## src/rtl/alu_mult_seq_if.sv

```systemverilog
// Bus between the EX-stage multiply sequencer and its surroundings:
// the start/busy/done handshake with the pipeline, and the operand/result
// wires to the shared 64-bit ALU.
interface alu_mult_seq_if;
    logic        start;
    logic [63:0] multiplicand;
    logic [63:0] multiplier;
    logic [63:0] alu_a;
    logic [63:0] alu_b;
    logic [2:0]  alu_cntrl;
    logic [63:0] alu_result;
    logic        alu_carry_out;
    logic        busy;
    logic        done;
    logic [63:0] product;
    logic        product_ovf;

    // Sequencer side
    modport slave (
        input  start, multiplicand, multiplier, alu_result, alu_carry_out,
        output alu_a, alu_b, alu_cntrl, busy, done, product, product_ovf
    );

    // Pipeline / ALU side
    modport master (
        output start, multiplicand, multiplier, alu_result, alu_carry_out,
        input  alu_a, alu_b, alu_cntrl, busy, done, product, product_ovf
    );
endinterface

```

## src/rtl/alu_mult_seq.sv

```systemverilog
// alu_mult_seq: unsigned 64x64 -> low-64 shift-add multiply sequencer.
// Owns no adder; it borrows the shared EX-stage ALU by driving A/B/cntrl
// and captures result/carry_out once per iteration, after SETTLE_CYCLES.
// Optional macro MULT_EARLY_TERM_EN: stop iterating as soon as the
// remaining multiplier bits are all zero (same product and overflow).
module alu_mult_seq #(
    parameter int unsigned SETTLE_CYCLES = 1,
    parameter logic [2:0]  ALU_ADD_OP    = 3'b010,
    parameter logic [2:0]  ALU_PASS_B_OP = 3'b000
) (
    input  logic          clk,
    input  logic          reset_n,
    alu_mult_seq_if.slave bus
);
    localparam int unsigned   SW            = (SETTLE_CYCLES > 1) ? $clog2(SETTLE_CYCLES) : 1;
    localparam logic [SW-1:0] SETTLE_RELOAD = SW'(SETTLE_CYCLES - 1);

    typedef enum logic [1:0] {S_IDLE, S_LOAD, S_ITER, S_DONE} state_t;

    state_t        r_state;
    logic [63:0]   r_acc;
    logic [63:0]   r_mcand;
    logic [63:0]   r_mplr;
    logic [63:0]   r_product;
    logic [5:0]    r_iter;
    logic [SW-1:0] r_settle;
    logic          r_lost;
    logic          r_ovf;
    logic          r_product_ovf;
    logic          r_done;

    logic [63:0]   w_acc_nxt;
    logic [63:0]   w_mplr_nxt;
    logic          w_ovf_nxt;
    logic          w_last;

    // Values committed at an iteration boundary. A set multiplier bit
    // overflows if the add carries, or if any multiplicand bit already
    // fell off the top (that partial product is >= 2^64 by itself).
    assign w_acc_nxt  = r_mplr[0] ? bus.alu_result : r_acc;
    assign w_ovf_nxt  = r_ovf | (r_mplr[0] & (bus.alu_carry_out | r_lost));
    assign w_mplr_nxt = r_mplr >> 1;
`ifdef MULT_EARLY_TERM_EN
    assign w_last     = (r_iter == 6'd63) || (w_mplr_nxt == 64'd0);
`else
    assign w_last     = (r_iter == 6'd63);
`endif

    assign bus.busy        = (r_state != S_IDLE);
    assign bus.done        = r_done;
    assign bus.product     = r_product;
    assign bus.product_ovf = r_product_ovf;

    // ALU is only borrowed while iterating; otherwise it passes B=0 so the
    // ALU reads zero with its zero flag set.
    always_comb begin
        bus.alu_a     = 64'd0;
        bus.alu_b     = 64'd0;
        bus.alu_cntrl = ALU_PASS_B_OP;
        if (r_state == S_ITER) begin
            bus.alu_a     = r_acc;
            bus.alu_b     = r_mcand;
            bus.alu_cntrl = ALU_ADD_OP;
        end
    end

    // Sequencer FSM; product/ovf are loaded on the edge entering DONE so
    // they are already valid in the done cycle.
    always_ff @(posedge clk or negedge reset_n) begin
        if (!reset_n) begin
            r_state       <= S_IDLE;
            r_acc         <= 64'd0;
            r_mcand       <= 64'd0;
            r_mplr        <= 64'd0;
            r_product     <= 64'd0;
            r_iter        <= 6'd0;
            r_settle      <= '0;
            r_lost        <= 1'b0;
            r_ovf         <= 1'b0;
            r_product_ovf <= 1'b0;
            r_done        <= 1'b0;
        end else begin
            r_done <= 1'b0;
            case (r_state)
                S_IDLE: begin
                    if (bus.start) r_state <= S_LOAD;
                end
                S_LOAD: begin
                    r_acc    <= 64'd0;
                    r_mcand  <= bus.multiplicand;
                    r_mplr   <= bus.multiplier;
                    r_iter   <= 6'd0;
                    r_lost   <= 1'b0;
                    r_ovf    <= 1'b0;
                    r_settle <= SETTLE_RELOAD;
                    r_state  <= S_ITER;
`ifdef MULT_EARLY_TERM_EN
                    if (bus.multiplier == 64'd0) begin
                        r_state       <= S_DONE;
                        r_done        <= 1'b1;
                        r_product     <= 64'd0;
                        r_product_ovf <= 1'b0;
                    end
`endif
                end
                S_ITER: begin
                    if (r_settle != '0) begin
                        r_settle <= r_settle - SW'(1);
                    end else begin
                        r_acc    <= w_acc_nxt;
                        r_ovf    <= w_ovf_nxt;
                        r_lost   <= r_lost | r_mcand[63];
                        r_mcand  <= r_mcand << 1;
                        r_mplr   <= w_mplr_nxt;
                        r_settle <= SETTLE_RELOAD;
                        r_iter   <= r_iter + 6'd1;
                        if (w_last) begin
                            r_state       <= S_DONE;
                            r_done        <= 1'b1;
                            r_product     <= w_acc_nxt;
                            r_product_ovf <= w_ovf_nxt;
                        end
                    end
                end
                S_DONE: begin
                    r_state <= S_IDLE;
                end
                default: r_state <= S_IDLE;
            endcase
        end
    end
endmodule
```

## src/flat_wrapper.sv

```systemverilog
// flat-port wrapper written by rule: the top's interface ports become plain ports
module alu_mult_seq_flat 
#(
    parameter int unsigned SETTLE_CYCLES = 1,
    parameter logic [2:0]  ALU_ADD_OP    = 3'b010,
    parameter logic [2:0]  ALU_PASS_B_OP = 3'b000
)
  (clk, reset_n, bus_start, bus_multiplicand, bus_multiplier, bus_alu_result, bus_alu_carry_out, bus_alu_a, bus_alu_b, bus_alu_cntrl, bus_busy, bus_done, bus_product, bus_product_ovf);
  alu_mult_seq_if bus_i ();
  input  logic clk;
  input  logic reset_n;
  input wire logic [$bits(bus_i.start)-1:0] bus_start;
  input wire logic [$bits(bus_i.multiplicand)-1:0] bus_multiplicand;
  input wire logic [$bits(bus_i.multiplier)-1:0] bus_multiplier;
  input wire logic [$bits(bus_i.alu_result)-1:0] bus_alu_result;
  input wire logic [$bits(bus_i.alu_carry_out)-1:0] bus_alu_carry_out;
  output wire logic [$bits(bus_i.alu_a)-1:0] bus_alu_a;
  output wire logic [$bits(bus_i.alu_b)-1:0] bus_alu_b;
  output wire logic [$bits(bus_i.alu_cntrl)-1:0] bus_alu_cntrl;
  output wire logic [$bits(bus_i.busy)-1:0] bus_busy;
  output wire logic [$bits(bus_i.done)-1:0] bus_done;
  output wire logic [$bits(bus_i.product)-1:0] bus_product;
  output wire logic [$bits(bus_i.product_ovf)-1:0] bus_product_ovf;
  assign bus_i.start = bus_start;
  assign bus_i.multiplicand = bus_multiplicand;
  assign bus_i.multiplier = bus_multiplier;
  assign bus_i.alu_result = bus_alu_result;
  assign bus_i.alu_carry_out = bus_alu_carry_out;
  assign bus_alu_a = bus_i.alu_a;
  assign bus_alu_b = bus_i.alu_b;
  assign bus_alu_cntrl = bus_i.alu_cntrl;
  assign bus_busy = bus_i.busy;
  assign bus_done = bus_i.done;
  assign bus_product = bus_i.product;
  assign bus_product_ovf = bus_i.product_ovf;
  alu_mult_seq #(.SETTLE_CYCLES(SETTLE_CYCLES), .ALU_ADD_OP(ALU_ADD_OP), .ALU_PASS_B_OP(ALU_PASS_B_OP)) u_core (.clk(clk), .reset_n(reset_n), .bus(bus_i));
endmodule
```

## config.mk

```make
export PLATFORM = sky130hd
export DESIGN_NAME = alu_mult_seq_flat
export DESIGN_NICKNAME = d
export VERILOG_FILES = /design/src/rtl/alu_mult_seq_if.sv /design/src/rtl/alu_mult_seq.sv /design/src/flat_wrapper.sv
export SDC_FILE = /design/constraint.sdc
export NUM_CORES = 1
export LEC_CHECK = 0
export ABC_AREA = 1
export CAP_MARGIN = 10
export CORE_MARGIN = 2
export CORE_UTILIZATION = 42
export CTS_CLUSTER_SIZE = 14
export DETAILED_ROUTE_END_ITERATION = 10
export GPL_ROUTABILITY_DRIVEN = 0
export PLACE_DENSITY = 0.77
export SLEW_MARGIN = 40
export SYNTH_ARGS = -nofsm -noshare
export SYNTH_HDL_FRONTEND = slang
export SYNTH_SLANG_ARGS = --single-unit
```

## constraint.sdc

```tcl
create_clock -name clk -period 1.6 [get_ports clk]
set_input_delay 0.24 -clock clk [delete_from_list [all_inputs] [get_ports clk]]
set_output_delay 0.24 -clock clk [all_outputs]
set_load 0.1 [all_outputs]
```

-- Word-level counts from Yosys, hierarchy flattened
Cells that the tools add are included.
- muxes and demuxes: 25
- reduce and logical (&&, ||, !) cells: 6
- bitwise gates (word level): 5
- equal/unequal tests: 7
- add/subtract/negate cells: 2
- operators by type and width (kind ; number):
    64-bit 2-to-1 mux ; 6
    64-bit case mux with 2 select lines ; 3
    6-bit case mux with 2 select lines ; 1
    2-bit 2-to-1 mux ; 4
    2-bit case mux with 4 select lines ; 1
    6-bit by 1-bit adder with 6-bit output (second input constant) ; 1
    6-bit equality test (second input constant) ; 1
    1-bit 2-to-1 mux ; 6
    6-bit 2-to-1 mux ; 1
    1-bit case mux with 2 select lines ; 3
    3-bit AND reduction ; 2
    2-bit equality test (second input constant) ; 2
    2-bit inequality test (second input constant) ; 2
    2-bit nonzero test ; 2
    1-bit OR ; 3
    2-bit by 1-bit equality test with 1-bit output (second input constant) ; 1
    2-bit logical NOT ; 1
    2-bit by 1-bit inequality test with 1-bit output (second input constant) ; 1
    2-bit AND reduction ; 1
    1-bit AND ; 1
    1-bit NOT ; 1
    1-bit subtractor (second input constant) ; 1
- input bits: 196
- word-level logic and storage cells: 56
- register bits after elaboration: 269

-- Longest topological paths before layout
Gate-level depths: netlist of run 1.
- depth after elaboration: 5
- mapped depth: 10
- gate-level depth less buffers: 8

-- Least setup slack after synthesis of run 1
No wires, ideal clock.
- path type: reg-to-output
- from: register u_core.r_state[0]
- to: output port bus_alu_a[34]
- data arrival time: 2.734 ns
- cell stages (with the launch flop): 9
- buffers on the path: 4
- path slack: -1.374 ns
- cell sequence: dfrtp_1 -> inv_1 -> ha_1 -> buf_2 -> buf_4 -> buf_2 -> buf_2 -> nand2_1 -> inv_1
- word-level cells in the longest chain between the ends: 2
- ends and longest elaborated chain (element ; RTL line ; text):
    start: declaration ; alu_mult_seq.sv:20 ; state_t r_state;
    start signal: assignment ; alu_mult_seq.sv:71 ; r_state <= S_IDLE;
    start signal: assignment ; alu_mult_seq.sv:86 ; if (bus.start) r_state <= S_LOAD;
    start signal: assignment ; alu_mult_seq.sv:96 ; r_state <= S_ITER;
    2-bit equality test ; alu_mult_seq.sv:60 ; if (r_state == S_ITER) begin
    64-bit 2-to-1 mux ; alu_mult_seq.sv:60 ;
    end: declaration ; flat_wrapper.sv:17 ; output wire logic [$bits(bus_i.alu_a)-1:0] bus_alu_a;
Every way passes these cells.

-- Worst setup path after layout of run 1
- from: register u_core.r_state[1]
- to: output port bus_alu_b[15]
- word-level cells in the longest chain between the ends: 2
- ends and longest elaborated chain (element ; RTL line ; text):
    2-bit equality test ; alu_mult_seq.sv:60 ;
    64-bit 2-to-1 mux ; alu_mult_seq.sv:60 ;
    end: declaration ; flat_wrapper.sv:18 ; output wire logic [$bits(bus_i.alu_b)-1:0] bus_alu_b;
Every way passes these cells.

==> results of run 1 <==
-- report_power, final --
| part | internal (W) | switching [W] |
|---|---|---|
| Combinational | 0.0107 | 0.0174 |
| Sequential | 0.00940 | 0.00155 |
| Clock | 0.00412 | 0.00274 |
| Total | 0.0243 | 0.0217 |
-- worst max path at each step --
stage | startpoint | to | slack [ns] | depth (start not counted)
3_3_place_gp | u_core.r_state[0]$_DFFE_PN0P_ | u_core.r_mcand[63]$_DFFE_PN0P_ | -0.07 | 7
2_1_floorplan | u_core.r_state[0]$_DFFE_PN0P_ | bus_alu_a[35] | -0.44 | 8
4_1_cts | u_core.r_state[0]$_DFFE_PN0P_ | bus_alu_b[43] | -0.59 | 7
6_report | u_core.r_state[1]$_DFFE_PN0P_ | bus_alu_b[15] | -0.57 | 6
5_1_grt | u_core.r_state[0]$_DFFE_PN0P_ | bus_alu_a[38] | -0.65 | 6
3_5_place_dp | u_core.r_state[0]$_DFFE_PN0P_ | u_core.r_mcand[35]$_DFFE_PN0P_ | -0.12 | 7
-- sequential cells by signal, indices dropped and copies added (netlist names) --
name                    count
u_core.r_acc               64
u_core.bus.product_ovf      1
u_core.r_mcand             64
u_core.r_ovf                1
u_core.r_iter               6
u_core.r_mplr              64
u_core.bus.product         64
u_core.r_state              2
u_core.bus.done             1
u_core.r_lost               1
-- synth_stat cells (all sizes together) --
master    n  share of area, %
a21oi    69               2.8
a22o      1             0.071
and3      1             0.051
buf      60               3.1
clkbuf   42               1.3
conb      1             0.031
dfrtp   268                55
ha        4              0.41
inv     267               8.2
nand2   400                12
nand3     5              0.20
nand4     2              0.10
nor2      5              0.17
nor3      1             0.041
o21ai   196               8.8
o21bai    1             0.061
o221ai   63               4.5
o22ai    65               3.3
or2       2              0.10
-- through the flow --
step | hold slack, ns | setup TNS (ns) | util, % | setup WS [ns]
6_report | 0.216 | -102.50 | 74.7 | -0.570
3_3_place_gp | 0.191 | -1.08 | 68.9 | -0.0698
3_5_place_dp | 0.186 | -7.06 | 68.9 | -0.121
4_1_cts | 0.218 | -101.19 | 74.4 | -0.586
2_1_floorplan | -0.0556 | -70.58 | - | -0.443
5_1_grt | 0.225 | -130.17 | 74.7 | -0.646
-- critical path, stage by stage (launching register included) --
cell,delay [ns]
dfrtp_1,0.43
ha_4,0.23
buf_12,0.16
buf_4,0.14
nand2_4,0.06
clkinvlp_4,0.15
buf_12,0.20
-- layout make-up --
cell class | count | area [um2] | share of cell area [%]
well taps | 384 | 480 | 2.23
clock buffers | 45 | 856 | 3.98
inverters | 267 | 1500 | 6.98
multi-input cells | 817 | 4510 | 21.0
clock inverters | 6 | 105 | 0.489
repair buffers | 512 | 7350 | 34.2
flip-flops and latches | 268 | 6710 | 31.2
-- routing by layer --
metal | up-vias | share of wire [%] | global-route usage [%]
li1 | 5562 | - | -
met1 | 5858 | 38 | 31.8
met4 | 2 | 4.4 | 10.7
met3 | 129 | 7.6 | 6.40
met2 | 527 | 50 | 48.8
met5 | - | 0.030 | 0
-- repair_timing --
| item | CTS | global route |
|---|---|---|
| pin swaps | 0 | 0 |
| setup buffers | 27 | 6 |
| hold buffers | 1 | 0 |
| resized for setup | 67 | 14 |
| endpoints found under the setup margin | 310 | 379 |
| endpoints found under the hold margin | 107 | 0 |
| gates cloned | 7 | 1 |
-- cells by family (layout without fill, tap and decap cells) --
family,count (synthesis),in the layout,share of synthesized area (%)
adders and majority gates,4,4,0.407
other,1,2,0.0305
and+or+nand+nor,416,416,13.0
DFF,268,268,54.6
AOI/OAI and AO/OA,395,395,19.5
buffers and inverters,369,830,12.5
==> metrics.json, run 1 <==
{
  "tritoncts": {"value": "built"},
  "cts.sinks": {"value": 268},
  "finalHoldViolCount": {"value": 0},
  "finalCriticalPeriod": {"value": 2.17, "unit": "ns"},
  "dr.pass1.iters": {"value": 7},
  "dr.first_iter.drc_count": {"value": 889},
  "post-place-cells": {"value": 2207},
  "power_leakage": {"value": 9.44, "unit": "nW"},
  "min-delay-path-class": {"value": "input pin to asynchronous set/reset pin"},
  "postLayoutSetupSlackWorst": {"value": -0.570, "unit": "ns"},
  "grt_overflow_total": {"value": 0},
  "yosys.cell_types.count": {"value": 27},
  "cts.path.max_buffers": {"value": 3},
  "grtUsageTotal": {"value": 27.4, "unit": "%"},
  "route.final.wire_length": {"value": 43000, "unit": "um"},
  "layout_commonest_cell": {"value": "nand2_1"},
  "reg2reg_from": {"value": "u_core.r_state[0]$_DFFE_PN0P_"},
  "post_synth_instance_area": {"value": 12300, "unit": "um2"},
  "cp_max_fo": {"value": 13},
  "num_rows": {"value": 62},
  "avg_synthesized_cell_area": {"value": 8.46, "unit": "um2"},
  "arrival_worst_endpoint": {"value": 1.93, "unit": "ns"},
  "number_of_antenna_violations_at_the_first_check_in_global_routing": {"value": 1},
  "crit_path_end_kind": {"value": "output pin"},
  "finalNetCount": {"value": 2095},
  "routed_via_density": {"value": 5.25},
  "grt_pass1_wl": {"value": 67000, "unit": "um"},
  "detailroute.via_count": {"value": 12100},
  "design.portCount": {"value": 394},
  "setup.reg_to_reg.worst_slack": {"value": -0.40, "unit": "ns"},
  "portion_of_the_post_synthesis_area_used_by_sequential_elements": {"value": 54.6, "unit": "%"},
  "postSynthRegisterBits": {"value": 268},
  "clock_insertion_delay_worst_skew": {"value": 0.55, "unit": "ns"},
  "io_buffer_count": {"value": 391},
  "routedWlPerCell": {"value": 18.7, "unit": "um"},
  "pwr_density_cell": {"value": 2130, "unit": "nW/um2"},
  "design_area": {"value": 21500, "unit": "um2"},
  "slew_viol_final": {"value": 0},
  "place_area": {"value": 19800, "unit": "um2"},
  "critical_path_required": {"value": 1.36, "unit": "ns"},
  "die_area": {"value": 30600, "unit": "um2"},
  "count_of_unresolved_drc_violations_after_routing": {"value": 0},
  "grt_start_max_net_pins": {"value": 86},
  "setup_repair_after_global_routing_missed_its_margin": {"value": "yes"},
  "vias_in_the_first_global_route": {"value": 12700},
  "synth-warning-count": {"value": 0},
  "instances_no_fill": {"value": 2299},
  "fp.coreArea": {"value": 28800, "unit": "um2"},
  "clkSlewWorstSetupHoldPaths": {"value": 0.06, "unit": "ns"},
  "destination_of_the_worst_register_to_register_timing_path": {"value": "u_core.r_mcand[13]$_DFFE_PN0P_"},
  "final_cycle_utilization_of_the_critical_path": {"value": 136, "unit": "%"},
  "nFillCells": {"value": 1760},
  "flow.area_growth_from_synthesis": {"value": 75.0, "unit": "%"},
  "initial_utilization": {"value": 42.7, "unit": "%"},
  "cap_viol_max_count": {"value": 0},
  "post-dp-hpwl": {"value": 28500, "unit": "um"},
  "share_of_cells_above_drive_strength_1": {"value": 32.6, "unit": "%"},
  "clock-skew-final": {"value": 0.0186, "unit": "ns"},
  "worstSetupStartpointType": {"value": "register"},
  "die_h": {"value": 175, "unit": "um"},
  "violations": {"value": "negative setup slack"},
  "reg2regPathDepth": {"value": 9},
  "outcome": {"value": "finished with violations"},
  "max_freq": {"value": 0.461, "unit": "GHz"},
  "synthCells": {"value": 1453},
  "setup-violations-final": {"value": 314},
  "cts-buffers-inserted": {"value": 29},
  "layout.cells.most_common_list": {"value": "nand2_1, dfrtp_1, buf_12, clkdlybuf4s50_1, inv_1"},
  "antenna_cells_inserted": {"value": 0},
  "clock-root-buffer": {"value": "clkbuf_16"},
  "vdd_drop_max": {"value": 1.79, "unit": "mV"},
  "total_power": {"value": 0.0459, "unit": "W"},
  "die_width": {"value": 175, "unit": "um"},
  "ant_nets": {"value": 0},
  "worstSetupPathType": {"value": "register to output pin"},
  "cts-htree-levels": {"value": 1}
}
Note: power is estimated with default switching activity, not from simulation.
==> inputs of run 2 (changes only) <==
ABC_CLOCK_PERIOD_IN_PS = 1600   (was default)
==> results of run 2 <==
The final DEF is identical to that of run 1; final timing and power are the same.
==> inputs of run 3 (changes only) <==
CORE_UTILIZATION = 43   (was 42)
CTS_BUF_LIST = sky130_fd_sc_hd__clkbuf_4 sky130_fd_sc_hd__clkbuf_8   (was default)
PLACE_DENSITY = 0.78   (was 0.77)
==> run 3 against run 2 <==
Net effect:
- the flow still finishes with violations (negative setup slack)
- critical path type unchanged
- sequential share of layout area fell by 0.53 points
- core utilization rose by 3.6 points
- die area fell by 2.3%
- maximum frequency rose by 0.74%
- clock skew fell by 0.0015 ns
- hold slack improved by 0.021 ns
- sequential cell count did not move
==> metrics.json, run 3 (synthesis gave the netlist of run 1 again) <==
{
  "outcome": {"value": "finished with violations"},
  "violations": {"value": "negative setup slack"},
  "ant_nets": {"value": 0, "change": "unchanged"},
  "detailroute.via_count": {"value": 12300, "change": "+1.9%"},
  "nFillCells": {"value": 1637, "change": "-7.0%"},
  "grt_start_max_net_pins": {"value": 70, "change": "-19%"},
  "crit_path_end_kind": {"value": "output pin"},
  "slew_viol_final": {"value": 0, "change": "unchanged"},
  "setup_repair_after_global_routing_missed_its_margin": {"value": "yes"},
  "grt_pass1_wl": {"value": 65100, "unit": "um", "change": "-2.9%"},
  "final_cycle_utilization_of_the_critical_path": {"value": 135, "unit": "%", "change": "-0.99 points"},
  "design.portCount": {"value": 394, "change": "unchanged"},
  "clock-skew-final": {"value": 0.0171, "unit": "ns", "change": "-0.00152 ns"},
  "post-dp-hpwl": {"value": 28300, "unit": "um", "change": "-0.80%"},
  "route.final.wire_length": {"value": 45500, "unit": "um", "change": "+5.8%"},
  "io_buffer_count": {"value": 391, "change": "unchanged"},
  "flow.area_growth_from_synthesis": {"value": 78.1, "unit": "%"},
  "postLayoutSetupSlackWorst": {"value": -0.554, "unit": "ns", "change": "+0.0159 ns"},
  "min-delay-path-class": {"value": "input pin to asynchronous set/reset pin"},
  "design_area": {"value": 21900, "unit": "um2", "change": "+1.7%"},
  "place_area": {"value": 19500, "unit": "um2", "change": "-1.5%"},
  "cts.sinks": {"value": 268, "change": "unchanged"},
  "multi_input_comb_area": {"value": 4870, "unit": "um2", "change": "+8.0%"},
  "setup.reg_to_reg.worst_slack": {"value": -0.31, "unit": "ns", "change": "+0.09 ns"},
  "die_width": {"value": 173, "unit": "um", "change": "-1.1%"},
  "max_freq": {"value": 0.464, "unit": "GHz", "change": "+0.74%"},
  "instances_no_fill": {"value": 2301, "change": "+0.087%"},
  "setup-violations-final": {"value": 397, "change": "+26%"},
  "routedWlPerCell": {"value": 19.8, "unit": "um", "change": "+5.7%"},
  "die_area": {"value": 29900, "unit": "um2", "change": "-2.3%"},
  "sequential_cell_area": {"value": 6710, "unit": "um2", "change": "unchanged"},
  "cts.path.max_buffers": {"value": 3, "change": "unchanged"},
  "die_h": {"value": 173, "unit": "um", "change": "-1.1%"},
  "grtUsageTotal": {"value": 26.9, "unit": "%", "change": "-0.52 points"},
  "num_rows": {"value": 61, "change": "-1.6%"},
  "layout.cells.most_common_list": {"value": "nand2_1, dfrtp_1, buf_12, clkdlybuf4s50_1, inv_1"},
  "finalHoldViolCount": {"value": 0, "change": "unchanged"},
  "tns": {"value": -105.16, "unit": "ns", "change": "-2.66 ns"},
  "number_of_antenna_violations_at_the_first_check_in_global_routing": {"value": 3, "change": "+2"},
  "count_of_unresolved_drc_violations_after_routing": {"value": 0, "change": "unchanged"},
  "routed_via_density": {"value": 5.35, "change": "+1.8%"},
  "dr.pass1.iters": {"value": 5, "change": "-2"},
  "arrival_worst_endpoint": {"value": 1.91, "unit": "ns", "change": "-0.02 ns"},
  "reg2regPathDepth": {"value": 9, "change": "unchanged"},
  "pwr_density_cell": {"value": 2130, "unit": "nW/um2", "change": "-0.15%"},
  "cap_viol_max_count": {"value": 0, "change": "unchanged"},
  "finalCriticalPeriod": {"value": 2.15, "unit": "ns", "change": "-0.0159 ns"},
  "fp.coreArea": {"value": 27900, "unit": "um2", "change": "-2.9%"},
  "power_leakage": {"value": 9.72, "unit": "nW", "change": "+3.0%"},
  "cts-buffers-inserted": {"value": 45, "change": "+55%"},
  "reg2reg_from": {"value": "u_core.r_state[0]$_DFFE_PN0P_"},
  "initial_utilization": {"value": 44.0, "unit": "%", "change": "+1.3 points"},
  "dr.first_iter.drc_count": {"value": 1062, "change": "+19%"},
  "grt_overflow_total": {"value": 0, "change": "unchanged"},
  "worstSetupPathType": {"value": "register to output pin"},
  "cp_max_fo": {"value": 7, "change": "-6"},
  "finalNetCount": {"value": 2096, "change": "+0.048%"},
  "share_of_cells_above_drive_strength_1": {"value": 36.3, "unit": "%", "change": "+3.7 points"},
  "utilization": {"value": 78.3, "unit": "%", "change": "+3.6 points"},
  "vdd_drop_max": {"value": 1.40, "unit": "mV", "change": "-22%"},
  "destination_of_the_worst_register_to_register_timing_path": {"value": "u_core.r_acc[8]$_DFFE_PN0P_"},
  "tritoncts": {"value": "built"},
  "cts-htree-levels": {"value": 2, "change": "+1"},
  "critical_path_required": {"value": 1.36, "unit": "ns", "change": "about the same"},
  "clock_insertion_delay_worst_skew": {"value": 0.54, "unit": "ns", "change": "about the same"},
  "vias_in_the_first_global_route": {"value": 12400, "change": "-2.1%"},
  "clkSlewWorstSetupHoldPaths": {"value": 0.06, "unit": "ns", "change": "about the same"},
  "post-place-cells": {"value": 2172, "change": "-1.6%"},
  "layout_commonest_cell": {"value": "nand2_1"},
  "clock-root-buffer": {"value": "clkbuf_8"},
  "worstSetupStartpointType": {"value": "register"}
}
run 3: worst max path at each step:
stage                                       start            end  slack, ns
detailed placement  u_core.r_state[0]$_DFFE_PN0P_  bus_alu_b[35]      -0.08
finish              u_core.r_state[0]$_DFFE_PN0P_   bus_alu_a[5]      -0.55
CTS                 u_core.r_state[0]$_DFFE_PN0P_  bus_alu_a[40]      -0.57
floorplan           u_core.r_state[0]$_DFFE_PN0P_  bus_alu_a[35]      -0.44
global route        u_core.r_state[0]$_DFFE_PN0P_   bus_alu_a[5]      -0.65
global placement    u_core.r_state[0]$_DFFE_PN0P_  bus_alu_b[35]      -0.06
run 3: per-stage QoR:
stage / hold slack, ns / worst slack (ns) / power [W]
6_report: 0.237 / -0.554 / 0.0466
5_1_grt: 0.260 / -0.648 / 0.0491
4_1_cts: 0.223 / -0.571 / 0.0429
3_5_place_dp: 0.187 / -0.0822 / 0.0358
3_3_place_gp: 0.184 / -0.0570 / 0.0350
2_1_floorplan: -0.0556 / -0.443 / 0.0273
run 3: worst max-delay path: stages, from the launching register on:
cell and delay, ns:
dfrtp_1 0.39, inv_2 0.08, ha_4 0.22, buf_8 0.17
clkbuf_16 0.20, nand2_4 0.06, clkinvlp_4 0.09, buf_12 0.17
run 3: final cells by class:
type / instances / area share [%]
timing repair buffer: 495 / 34.2
multi-input combinational: 819 / 22.3
sequential: 268 / 30.6
antenna: 3 / 0.0343
inverter: 267 / 6.88
tap: 378 / 2.16
clock buffer: 67 / 3.70
clock inverter: 4 / 0.109
run 3: repair_timing:
item | in CTS | in global routing
gates resized for setup | 58 | 133
endpoints found under the hold margin | 124 | 0
hold buffers | 1 | 0
endpoints found under the setup margin | 165 | 393
cloned | 4 | 27
setup buffers | 11 | 13
pin swaps | 1 | 11
run 3: layer usage:
metal | track usage (%) | vias up | share of wire [%]
li1 | - | 5562 | -
met1 | 32.4 | 6042 | 37
met2 | 44.8 | 571 | 50
met3 | 7.45 | 129 | 8.0
met4 | 12.4 | 0 | 4.5
met5 | 0 | - | 0
run 3: power breakdown:
part	leakage (nW)	switching, W	internal [W]
Combinational	6.10	0.0183	0.0112
Clock	0.451	0.00269	0.00320
Sequential	3.17	0.00175	0.00941
